`config.mk`:
```
export PLATFORM = sky130hd
export DESIGN_NAME = mux_tree_pipe
export DESIGN_NICKNAME = d
export VERILOG_FILES = /design/src/rtl/mux_tree_pkg.sv /design/src/rtl/mux_tree_level.sv /design/src/rtl/mux_tree_pipe.sv
export SDC_FILE = /design/constraint.sdc
export NUM_CORES = 1
export LEC_CHECK = 0
export ABC_AREA = 1
export CELL_PAD_IN_SITES_DETAIL_PLACEMENT = 0
export CELL_PAD_IN_SITES_GLOBAL_PLACEMENT = 1
export CORE_MARGIN = 5
export CORE_UTILIZATION = 30
export CTS_CLUSTER_DIAMETER = 50
export CTS_CLUSTER_SIZE = 12
export DETAILED_ROUTE_END_ITERATION = 7
export DONT_BUFFER_PORTS = 1
export PLACE_DENSITY_LB_ADDON = 0.3
export REMOVE_ABC_BUFFERS = 1
export SLEW_MARGIN = 20
export SYNTH_ARGS = -nofsm -noshare
export SYNTH_HDL_FRONTEND = slang
export SYNTH_HIERARCHICAL = 1
export SYNTH_SLANG_ARGS = --single-unit
```
`constraint.sdc`:
```
create_clock -name clk -period 2.88 [get_ports clk]
set_input_delay 0.432 -clock clk [delete_from_list [all_inputs] [get_ports clk]]
set_output_delay 0.432 -clock clk [all_outputs]
set_load 0.05 [all_outputs]
```
`src/rtl/mux_tree_pkg.sv`:
```
// Shared helpers for the pipelined mux tree: select width, level count and pipeline latency.
package mux_tree_pkg;

  function automatic int clog2(input int n);
    int r;
    r = 0;
    for (int p = 1; p < n; p = p * 2) r++;
    return r;
  endfunction

  // One register per REG_EVERY levels, rounding up because the last level is always registered.
  function automatic int latency_of(input int levels, input int reg_every);
    return (levels + reg_every - 1) / reg_every;
  endfunction

  localparam int N_IN_DEFAULT      = 16;
  localparam int REG_EVERY_DEFAULT = 2;
  localparam int SEL_W             = clog2(N_IN_DEFAULT);
  localparam int LATENCY           = latency_of(SEL_W, REG_EVERY_DEFAULT);

endpackage

```
`src/rtl/mux_tree_level.sv`:
```
// One level of the mux tree: COUNT 2:1 muxes steered by bit BIT of the travelling tag,
// optionally registered and stalled by adv together with valid, tag and scan flag.
module mux_tree_level
  import mux_tree_pkg::*;
#(
  parameter int WIDTH      = 1,
  parameter int COUNT      = 1,
  parameter int SEL_W      = 1,
  parameter int BIT        = 0,
  parameter bit REGISTERED = 1'b1
) (
  input  logic                     clk,
  input  logic                     reset,
  input  logic                     adv,
  input  logic                     valid_i,
  input  logic [SEL_W-1:0]         tag_i,
  input  logic                     scan_i,
  input  logic [2*COUNT*WIDTH-1:0] data_i,
  output logic                     valid_o,
  output logic [SEL_W-1:0]         tag_o,
  output logic                     scan_o,
  output logic [COUNT*WIDTH-1:0]   data_o
);

  logic [COUNT*WIDTH-1:0] mux_s;

  always_comb begin
    mux_s = '0;
    for (int k = 0; k < COUNT; k++) begin
      mux_s[k*WIDTH +: WIDTH] = tag_i[BIT] ? data_i[(2*k+1)*WIDTH +: WIDTH]
                                           : data_i[(2*k)*WIDTH +: WIDTH];
    end
  end

  generate
    if (REGISTERED) begin : g_reg
      logic                   valid_q, valid_d;
      logic                   scan_q, scan_d;
      logic [SEL_W-1:0]       tag_q, tag_d;
      logic [COUNT*WIDTH-1:0] data_q, data_d;

      always_comb begin
        valid_d = valid_q;
        scan_d  = scan_q;
        tag_d   = tag_q;
        data_d  = data_q;
        if (adv) begin
          valid_d = valid_i;
          scan_d  = scan_i;
          tag_d   = tag_i;
          data_d  = mux_s;
        end else begin
          valid_d = valid_q;
        end
      end

      always_ff @(posedge clk or posedge reset) begin
        if (reset) begin
          valid_q <= 1'b0;
          scan_q  <= 1'b0;
          tag_q   <= '0;
          data_q  <= '0;
        end else begin
          valid_q <= valid_d;
          scan_q  <= scan_d;
          tag_q   <= tag_d;
          data_q  <= data_d;
        end
      end

      assign valid_o = valid_q;
      assign scan_o  = scan_q;
      assign tag_o   = tag_q;
      assign data_o  = data_q;
    end else begin : g_comb
      logic unused_s;
      assign unused_s = &{1'b0, clk, reset, adv};
      assign valid_o  = valid_i;
      assign scan_o   = scan_i;
      assign tag_o    = tag_i;
      assign data_o   = mux_s;
    end
  endgenerate

endmodule

```
`src/rtl/mux_tree_pipe.sv`:
```
// Pipelined N_IN:1 mux tree with valid/ready handshake, auto-scan channel counter and channel tag.
// Define MUX_TREE_PARITY_EN to add out_par, the XOR of out_data carried through the tree.
module mux_tree_pipe
  import mux_tree_pkg::*;
#(
  parameter int N_IN      = 16,
  parameter int DW        = 1,
  parameter int REG_EVERY = 2
) (
  input  logic                     clk,
  input  logic                     reset,
  input  logic [N_IN*DW-1:0]       w,
  input  logic [clog2(N_IN)-1:0]   sel,
  input  logic                     scan_en,
  input  logic                     scan_clr,
  input  logic                     in_valid,
  output logic                     in_ready,
  output logic [DW-1:0]            out_data,
  output logic [clog2(N_IN)-1:0]   out_sel,
  output logic                     out_last,
  output logic                     out_valid,
`ifdef MUX_TREE_PARITY_EN
  output logic                     out_par,
`endif
  input  logic                     out_ready
);

  localparam int L = clog2(N_IN);
`ifdef MUX_TREE_PARITY_EN
  localparam int PAR_W = 1;
`else
  localparam int PAR_W = 0;
`endif
  localparam int W     = DW + PAR_W;
  localparam int FIN   = (2*N_IN - 2) * W;

  // Level i input words start at (2*N_IN - 2*(N_IN>>i))*W in this packed bus.
  wire [(2*N_IN-1)*W-1:0] bus_s;
  wire [L:0]              valid_s;
  wire [L:0]              scan_s;
  wire [L:0][L-1:0]       tag_s;

  logic         adv_s;
  logic         accept_s;
  logic [L-1:0] eff_sel_s;
  logic [L-1:0] scan_idx_q, scan_idx_d;

  assign adv_s     = !out_valid || out_ready;
  assign in_ready  = adv_s;
  assign accept_s  = in_valid && adv_s;
  assign eff_sel_s = scan_en ? scan_idx_q : sel;

  assign valid_s[0] = in_valid;
  assign scan_s[0]  = scan_en;
  assign tag_s[0]   = eff_sel_s;

  generate
    for (genvar k = 0; k < N_IN; k++) begin : g_chan
`ifdef MUX_TREE_PARITY_EN
      assign bus_s[k*W +: W] = {^w[k*DW +: DW], w[k*DW +: DW]};
`else
      assign bus_s[k*W +: W] = w[k*DW +: DW];
`endif
    end

    for (genvar i = 0; i < L; i++) begin : g_lvl
      localparam int IN_OFF  = (2*N_IN - 2*(N_IN >> i)) * W;
      localparam int OUT_OFF = (2*N_IN - 2*(N_IN >> (i+1))) * W;
      localparam int COUNT   = N_IN >> (i+1);
      localparam bit REG     = (((i+1) % REG_EVERY) == 0) || (i == L-1);

      mux_tree_level #(
        .WIDTH     (W),
        .COUNT     (COUNT),
        .SEL_W     (L),
        .BIT       (i),
        .REGISTERED(REG)
      ) u_level (
        .clk    (clk),
        .reset  (reset),
        .adv    (adv_s),
        .valid_i(valid_s[i]),
        .tag_i  (tag_s[i]),
        .scan_i (scan_s[i]),
        .data_i (bus_s[IN_OFF +: 2*COUNT*W]),
        .valid_o(valid_s[i+1]),
        .tag_o  (tag_s[i+1]),
        .scan_o (scan_s[i+1]),
        .data_o (bus_s[OUT_OFF +: COUNT*W])
      );
    end
  endgenerate

  assign out_data  = bus_s[FIN +: DW];
  assign out_sel   = tag_s[L];
  assign out_valid = valid_s[L];
  assign out_last  = valid_s[L] && scan_s[L] && (tag_s[L] == L'(N_IN-1));
`ifdef MUX_TREE_PARITY_EN
  assign out_par   = bus_s[FIN+DW];
`endif

  // Clear wins over increment; the sample accepted alongside a clear still used the old index.
  always_comb begin
    scan_idx_d = scan_idx_q;
    if (scan_clr) begin
      scan_idx_d = '0;
    end else if (accept_s && scan_en) begin
      scan_idx_d = scan_idx_q + L'(1);
    end else begin
      scan_idx_d = scan_idx_q;
    end
  end

  always_ff @(posedge clk or posedge reset) begin
    if (reset) scan_idx_q <= '0;
    else       scan_idx_q <= scan_idx_d;
  end

endmodule

```
==> impl_metrics.csv, run 1 <==
group,metric,value,unit
synth,synth_seq_cells,21,
global_routing,grt_pass1_vias,965,
synth,synth_top_area_share,41.83,%
clock_tree,clk_latency,0.26,ns
layout,area_delta_synth_final,1.295,%
placement,port_buffers,0,
timing,fin_crit_sh,67.57,%
timing,slew_headroom,59.42,%
global_routing,grt_max_degree,19,
layout,n_antenna_cell,0,
route,dr.first_iter.drc_count,49,
global_routing,grt_pass1_wl,4.229,mm
clock_tree,numCtsBuffers,3,
clock_tree,post_cts_resized,0,
synth,synthMuxAreaShare,2.689,%
timing,tns,0,ns
die,die_h,74.71,um
layout,layout-drive-gt1-share,7.692,%
timing,rsz0062_at_grt,"no",
route,via_per_inst,4.397,
pwr,vdd_ir_drop_max,0.1599,mV
synth,ys.flop_type,"dfrtp_1",
timing,slew_violations,0,
synth,synth_xor_area_share,0.6972,%
timing,worst_pin_slew,0.6072,ns
synth,yosysUniqueCellTypes,18,
layout,final_nets,197,
timing,fin_skew,0.008249,ns
global_routing,grt_overflow,0,
route,detail-route-antenna-nets,0,
run_status,status,"complete, no violations",
critical_path,rrSetupSlack,1.40,ns
die,rows,23,
timing,setup_violations,0,
critical_path,reg2reg_from,"scan_idx_q[0]",
die,dieArea,5582,sq um
timing,period_minus_slack,1.946,ns
clock_tree,cts_tree,"yes",
synth,synth_edf_count,0,
die,die_x,74.71,um
clock_tree,cts_buffer_depth,2,
synth,yosysWarningCount,6,
route,first_pass_iters,4,
placement,gp_congestion,0.8153,
clock_tree,cts_max_level,1,
die,io_pins,34,
timing,whs,0.02238,ns
timing,hold_viol_final,0,
placement,place_area,1217,sq um
clock_tree,cts.clk_slew.worst_paths,0.08,ns
timing,setup_slack,0.9341,ns
synth,synthTopCellsByArea,"dfrtp_1 (42%), nand2_1 (27%), buf_4 (7.2%)",
critical_path,cp_max_fo,18,
die,start_util,31.18,%
global_routing,grt_usage,9.992,%
critical_path,reg2reg_to,"g_lvl[1].u_level/data_o[2]",
critical_path,crit_required,2.45,ns
timing,fmax,513.9,MHz
placement,dp_slack,1.176,ns
synth,synthTopCellsByCount,"nand2_1 (92), dfrtp_1 (21), inv_1 (19), buf_4 (12), nand3_1 (8)",
pwr,leakage,0.7403,nW
pwr,power_density,624.9,nW/um^2
pwr,total_power,0.0007951,W
die,core-area,4029,sq um
route,wl_per_cell,11.35,um
clock_tree,cts_sinks,21,
layout,fillers,451,
synth,synth_most_common_cell,"nand2_1",
synth,synth_top_family_by_area,"simple AND/OR/NAND/NOR gates",
critical_path,startpoint_type,"flip-flop",
synth,synth.largest_area_cell,"dfrtp_1",
synth,synthCells,176,
synth,ys_seq_area_share,41.83,%
critical_path,critPathKind,"flip-flop to primary output",
worst_hold_path,hp-class,"primary input to asynchronous set/reset pin",
global_routing,antenna_found_initial,0,
layout,fin_area,1272,sq um
critical_path,crit_path_end_kind,"primary output",
critical_path,worst_ep_arrival_time,1.51,ns
route,route.detailed.drc,0,
critical_path,rr_worst_depth,8,
route,routed_wl,2.485,mm
synth,synth_compound_area_share,2.490,%
placement,hpwl,2.000,mm
route,vias,963,
synth,syn-cell-area,1256,sq um
synth,async_flop_share,100.0,%
synth,synth-adder-area-share,0.9960,%
synth,synth-simple-area-share,34.86,%
run,maxCapViolations,0,
clock_tree,cts_root_buf,"clkbuf_8",
synth,avgSynthCellArea,7.138,sq um
-- layer usage --
| layer | global-route usage [%] | up-vias | wire length (um) |
|---|---|---|---|
| li1 | - | 500 | - |
| met1 | 12.51 | 415 | 1142 |
| met2 | 15.71 | 41 | 1102 |
| met3 | 2.270 | 7 | 178 |
| met4 | 5.929 | 0 | 61 |
| met5 | 0 | - | 0 |
-- flip-flops by register name, indices dropped and copies added (netlist names) --
| signal | cells |
|---|---|
| g_lvl.u_level/scan_o | 2 |
| g_lvl.u_level/tag_o | 8 |
| scan_idx_q | 4 |
| g_lvl.u_level/valid_o | 2 |
| g_lvl.u_level/data_o | 5 |
-- power by group --
group          switching (W)  internal [W]
sequential         0.0000992      0.000342
combinational       0.000109     0.0000534
clock              0.0000929     0.0000985
total               0.000301      0.000494
-- worst max-delay path: stages (launching register included) --
cell	delay, ns
dfrtp_1	0.45
nand2_1	0.49
buf_4	0.31
-- per-stage QoR --
step           std cells  util [%]
2_1_floorplan        161         -
3_3_place_gp         214     30.22
3_5_place_dp         214     30.22
4_1_cts              219     31.58
5_1_grt              219     31.58
6_report             219     31.58
-- how the worst max path moves through the flow --
| stage | from | endpoint | slack (ns) | cells after the start |
|---|---|---|---|---|
| final | g_lvl[3].u_level/valid_o | in_ready | 0.93 | 2 |
| after global routing | g_lvl[3].u_level/valid_o | in_ready | 0.83 | 2 |
| after CTS | g_lvl[3].u_level/valid_o | in_ready | 0.90 | 2 |
| after detailed placement | out_ready | in_ready | 1.18 | 3 |
| after global placement | out_ready | in_ready | 1.21 | 3 |
| after floorplan | g_lvl[3].u_level/valid_o | g_lvl[1].u_level/tag_o[1] | 0.95 | 3 |
-- cell type report --
class / instances / area (sq um) / area share, %
Timing Repair Buffer: 4 / 32.53 / 2.557
Inverter: 22 / 82.58 / 6.490
Tap cell: 50 / 62.56 / 4.916
Clock buffer: 4 / 45.04 / 3.540
Multi-Input combinational cell: 118 / 524.3 / 41.20
Sequential cell: 21 / 525.5 / 41.30
-- what timing repair did --
item | 4_1_cts | 5_1_grt
setup buffers | 0 | 0
setup endpoints to repair | 0 | 0
endpoints found under the hold margin | 11 | 0
hold buffers | 1 | 0
-- kinds of logic after synthesis --
kind of cell | after synthesis
multiplexers | 3
XOR/XNOR | 1
adder cells (fa/ha/maj) | 1
flip-flops | 21
AO/OA/AOI/OAI | 4
buffers and inverters | 37
AND/OR/NAND/NOR | 109
-- placed cells by master, fill, tap and decap left out --
cell type / instances
nand2_1: 92
dfrtp_1: 21
inv_1: 19
nand3_1: 8
nand4_1: 3
mux2_1: 3
clkbuf_8: 3
inv_2: 3
buf_4: 3
nand2_2: 2
nor2_1: 2
o21ai_1: 2
a21oi_4: 1
nor2_2: 1
xor2_1: 1
nand3b_1: 1
a21oi_1: 1
ha_1: 1
clkbuf_1: 1
dlygate4sd3_1: 1
No activity file was read; power rests on OpenSTA's default activity.
==> run 2, diff against run 1 <==
==> constraint.sdc (replaced) <==
create_clock -name clk -period 1.9 [get_ports clk]
set_input_delay 0.285 -clock clk [delete_from_list [all_inputs] [get_ports clk]]
set_output_delay 0.285 -clock clk [all_outputs]
set_load 0.05 [all_outputs]
==> impl_metrics.csv, run 2 (synthesis results as in run 1) <==
group,metric,value,unit
run_status,status,"complete, no violations",
global_routing,grt_usage,9.557,%
timing,setup_violations,0,
timing,period_minus_slack,1.456,ns
critical_path,crit_required,2.10,ns
worst_hold_path,hp-class,"primary input to flip-flop",
timing,slew_violations,0,
layout,area_delta_synth_final,4.283,%
die,die_x,74.71,um
clock_tree,cts_sinks,21,
timing,fmax,686.9,MHz
timing,fin_crit_sh,76.62,%
clock_tree,numCtsBuffers,3,
die,die_h,74.71,um
route,routed_wl,2.415,mm
run,maxCapViolations,0,
global_routing,grt_pass1_vias,987,
pwr,vdd_ir_drop_max,0.2559,mV
clock_tree,clk_latency,0.26,ns
clock_tree,cts_max_level,1,
placement,hpwl,1.993,mm
route,vias,963,
timing,rsz0062_at_grt,"no",
layout,fillers,476,
pwr,power_density,942.4,nW/um^2
pwr,leakage,0.7652,nW
clock_tree,cts_buffer_depth,2,
global_routing,grt_max_degree,14,
route,first_pass_iters,4,
layout,final_cell_mix,"nand2_1 (92), dfrtp_1 (21), inv_1 (19)",
die,core-area,4029,sq um
layout,n_antenna_cell,0,
die,start_util,31.18,%
layout,final_nets,202,
placement,port_buffers,0,
global_routing,antenna_found_initial,0,
critical_path,startpoint_type,"flip-flop",
route,detail-route-antenna-nets,0,
die,io_pins,34,
layout,largest_reg_flops,8,
timing,fin_skew,0.001580,ns
route,dr.first_iter.drc_count,24,
die,dieArea,5582,sq um
timing,worst_pin_slew,0.4777,ns
placement,gp_congestion,0.7648,
route,route.detailed.drc,0,
global_routing,grt_pass1_wl,4.153,mm
layout,layout_commonest_cell,"nand2_1",
layout,fin_area,1310,sq um
clock_tree,cts_root_buf,"clkbuf_8",
placement,place_area,1255,sq um
timing,whs,0.1501,ns
route,wl_per_cell,10.78,um
timing,slew_headroom,68.16,%
global_routing,grt_overflow,0,
layout,layout-drive-gt1-share,10.34,%
clock_tree,cts_tree,"yes",
die,rows,23,
critical_path,crit_path_end_kind,"flip-flop",
timing,setup_slack,0.4442,ns
clock_tree,cts.clk_slew.worst_paths,0.07,ns
route,via_per_inst,4.299,
critical_path,critPathKind,"flip-flop to flip-flop",
critical_path,worst_ep_arrival_time,1.66,ns
timing,hold_viol_final,0,
layout,fin_util,32.52,%
clock_tree,post_cts_resized,0,
placement,dp_slack,0.4503,ns
pwr,total_power,0.001235,W
critical_path,cp_max_fo,10,
run 2: area by class of cell:
cell class / instances / area, sq um / share of cell area, %
sequential: 21 / 525.5 / 40.11
multi-input combinational: 118 / 524.3 / 40.02
inverter: 22 / 82.58 / 6.304
timing repair buffer: 9 / 70.07 / 5.349
tap: 50 / 62.56 / 4.776
clock buffer: 4 / 45.04 / 3.438
run 2: critical path, cell delays in order, from the launching register on:
cell and delay (ns):
dfrtp_1 0.43, mux2_1 0.46, inv_2 0.17, nand2_1 0.06, nand2_1 0.06, inv_1 0.04
nand2_1 0.05, nand3_1 0.07, nand2_1 0.06
run 2: per-stage QoR:
stage               cells  setup TNS [ns]
floorplan             161        -0.09225
global placement      219               0
detailed placement    219               0
CTS                   224               0
global route          224               0
finish                224               0
run 2: repair_timing:
item                                   CTS  global route
buffers inserted                         0             0
hold buffers                             1             0
endpoints found under the hold margin   21             0
run 2: final timing paths:
check,start,endpoint,cells after the start,slack (ns)
max,scan_idx_q[0],g_lvl[1].u_level/data_o[2],8,0.44
min,in_valid,g_lvl[1].u_level/valid_o,2,0.15
max reg2reg,scan_idx_q[0],g_lvl[1].u_level/data_o[2],8,0.44
min reg2reg,g_lvl[1].u_level/scan_o,g_lvl[1].u_level/scan_o,2,0.48
max in group asynchronous,reset,g_lvl[1].u_level/data_o[3],2,1.13
min in group asynchronous,reset,scan_idx_q[2],2,0.41
run 2: layer usage:
metal / global-route usage [%] / share of wire [%] / vias up
met1: 12.11 / 46 / 413
met5: 0 / 0 / -
met4: 4.150 / 1.4 / 0
li1: - / - / 513
met3: 2.136 / 7.8 / 4
met2: 15.61 / 44 / 33
run 2: where the power goes:
part           internal (W)  leakage (nW)  total, W  switching (W)
sequential         0.000520         0.265  0.000600      0.0000800
clock              0.000149        0.0228  0.000289       0.000140
combinational      0.000106         0.478  0.000345       0.000239
==> run 3, diff against run 2 <==
==> constraint.sdc (replaced) <==
create_clock -name clk -period 1.2 [get_ports clk]
set_input_delay 0.18 -clock clk [delete_from_list [all_inputs] [get_ports clk]]
set_output_delay 0.18 -clock clk [all_outputs]
set_load 0.05 [all_outputs]
==> impl_metrics.csv, run 3 (synthesis results as in run 1) <==
group,metric,value,unit
run_status,status,"complete, no violations",
clock_tree,cts_buffer_depth,2,
run,maxCapViolations,0,
critical_path,worst_ep_arrival_time,1.02,ns
placement,port_buffers,0,
pwr,total_power,0.002108,W
worst_hold_path,whs_endpoint,"g_lvl[1].u_level/scan_o",
timing,rsz0062_at_grt,"yes",
die,start_util,31.18,%
route,wl_per_cell,11.41,um
clock_tree,cts_sinks,21,
global_routing,grt_max_degree,13,
pwr,p_sw,0.0007802,W
global_routing,antenna_found_initial,0,
layout,n_antenna_cell,0,
die,rows,23,
pwr,switching_share,37.01,%
layout,fin_area,1465,sq um
worst_hold_path,hold_depth,2,
pwr,clkPwrFrac,22.0,%
timing,whs,0.04051,ns
critical_path,cp_max_fo,4,
route,routed_wl,2.704,mm
critical_path,rr_worst_depth,8,
layout,layout-drive-gt1-share,21.93,%
global_routing,grt_usage,10.46,%
die,dieArea,5582,sq um
placement,gp_congestion,0.7552,
timing,period_minus_slack,1.199,ns
clock_tree,numCtsBuffers,3,
placement,hpwl,2.116,mm
layout,area_delta_synth_final,16.63,%
pwr,vdd_ir_drop_max,0.5167,mV
critical_path,rrSetupSlack,0.001,ns
pwr,leakage,0.8489,nW
clock_tree,cts_max_level,1,
timing,setup_violations,0,
global_routing,grt_overflow,0,
critical_path,reg2reg_from,"scan_idx_q[0]",
layout,largest_reg_flops,8,
timing,slew_headroom,73.04,%
global_routing,grt_pass1_wl,4.533,mm
clock_tree,clk_latency,0.26,ns
layout,final_cell_mix,"nand2_1 (88), dfrtp_1 (20), inv_1 (18)",
placement,place_area,1308,sq um
route,dr.first_iter.drc_count,24,
timing,hold_viol_final,0,
worst_hold_path,hp-start,"scan_en",
die,die_x,74.71,um
timing,fmax,834.2,MHz
route,detail-route-antenna-nets,0,
layout,fillers,456,
clock_tree,cts_tree,"yes",
critical_path,crit_path_end_kind,"primary output",
timing,slew_violations,0,
critical_path,critPathKind,"flip-flop to primary output",
critical_path,startpoint_type,"flip-flop",
timing,worst_pin_slew,0.4039,ns
layout,final_nets,215,
global_routing,grt_pass1_vias,1041,
route,via_per_inst,4.325,
pwr,p_comb_share,35.0,%
route,first_pass_iters,4,
layout,fin_util,36.37,%
worst_hold_path,hp-class,"primary input to flip-flop",
pwr,p_int,0.001328,W
layout,layout_commonest_cell,"nand2_1",
clock_tree,cts_root_buf,"clkbuf_8",
die,die_h,74.71,um
pwr,p_seq_share,43.0,%
critical_path,reg2reg_to,"g_lvl[1].u_level/data_o[2]",
critical_path,crit_start,"g_lvl[3].u_level/valid_o",
critical_path,crit_required,1.02,ns
timing,fin_crit_sh,99.90,%
route,vias,1025,
die,core-area,4029,sq um
pwr,power_density,1439,nW/um^2
die,io_pins,34,
timing,fin_skew,0.0009449,ns
route,route.detailed.drc,0,
clock_tree,cts.clk_slew.worst_paths,0.08,ns
[run 3: timing repair]
| action | in CTS | in global routing |
|---|---|---|
| hold buffers | 1 | 0 |
| resized for setup | 5 | 13 |
| pin swaps | 1 | 11 |
| gates cloned | 0 | 1 |
| endpoints found under the hold margin | 21 | 0 |
| setup endpoints to repair | 6 | 10 |
| setup buffers | 1 | 5 |
[run 3: worst max-delay path by stage]
stage | slack (ns) | end
after floorplan | -0.73 | g_lvl[1].u_level/tag_o[1]
after detailed placement | -0.20 | g_lvl[1].u_level/data_o[2]
after global routing | -0.10 | g_lvl[1].u_level/data_o[2]
after global placement | -0.14 | g_lvl[1].u_level/data_o[2]
after CTS | -0.04 | in_ready
final | 0.001 | out_last
[run 3: worst max-delay path, cell delays in order (launching register included)]
cell and delay [ns]:
dfrtp_2 0.43, nand2_2 0.06, nor2_2 0.11, buf_6 0.16
[run 3: metal layers]
metal	vias up	global-route usage, %	part of all wire, %
met1	452	13.99	46
met3	2	1.469	5.6
met4	0	5.336	0.70
met5	-	0	0
li1	538	-	-
met2	33	16.49	48
[run 3: layout make-up]
type	count	area, sq um	share of cell area [%]
Clock inverter	1	5.005	0.3416
Inverter	22	87.58	5.978
Multi-Input combinational cell	119	566.8	38.68
Tap cell	50	62.56	4.270
Clock buffer	3	41.29	2.818
Sequential cell	21	526.8	35.95
Timing Repair Buffer	21	175.2	11.96
[run 3: stage by stage]
| stage | instances | setup slack (ns) | TNS, ns |
|---|---|---|---|
| after floorplan | 161 | -0.7343 | -12.47 |
| after global placement | 226 | -0.1420 | -0.5193 |
| after detailed placement | 226 | -0.2020 | -0.7274 |
| after CTS | 232 | -0.04083 | -0.1129 |
| after global routing | 237 | -0.1021 | -0.4420 |
| final | 237 | 0.001233 | 0 |
[run 3: power groups by stage]
stage               Clock, W  Combinational (W)  Sequential, W
floorplan                  0           0.000284        0.00107
global placement           0           0.000651       0.000909
detailed placement         0           0.000660       0.000914
CTS                 0.000490           0.000690       0.000899
global route        0.000532           0.000823       0.000923
finish              0.000464           0.000738       0.000906
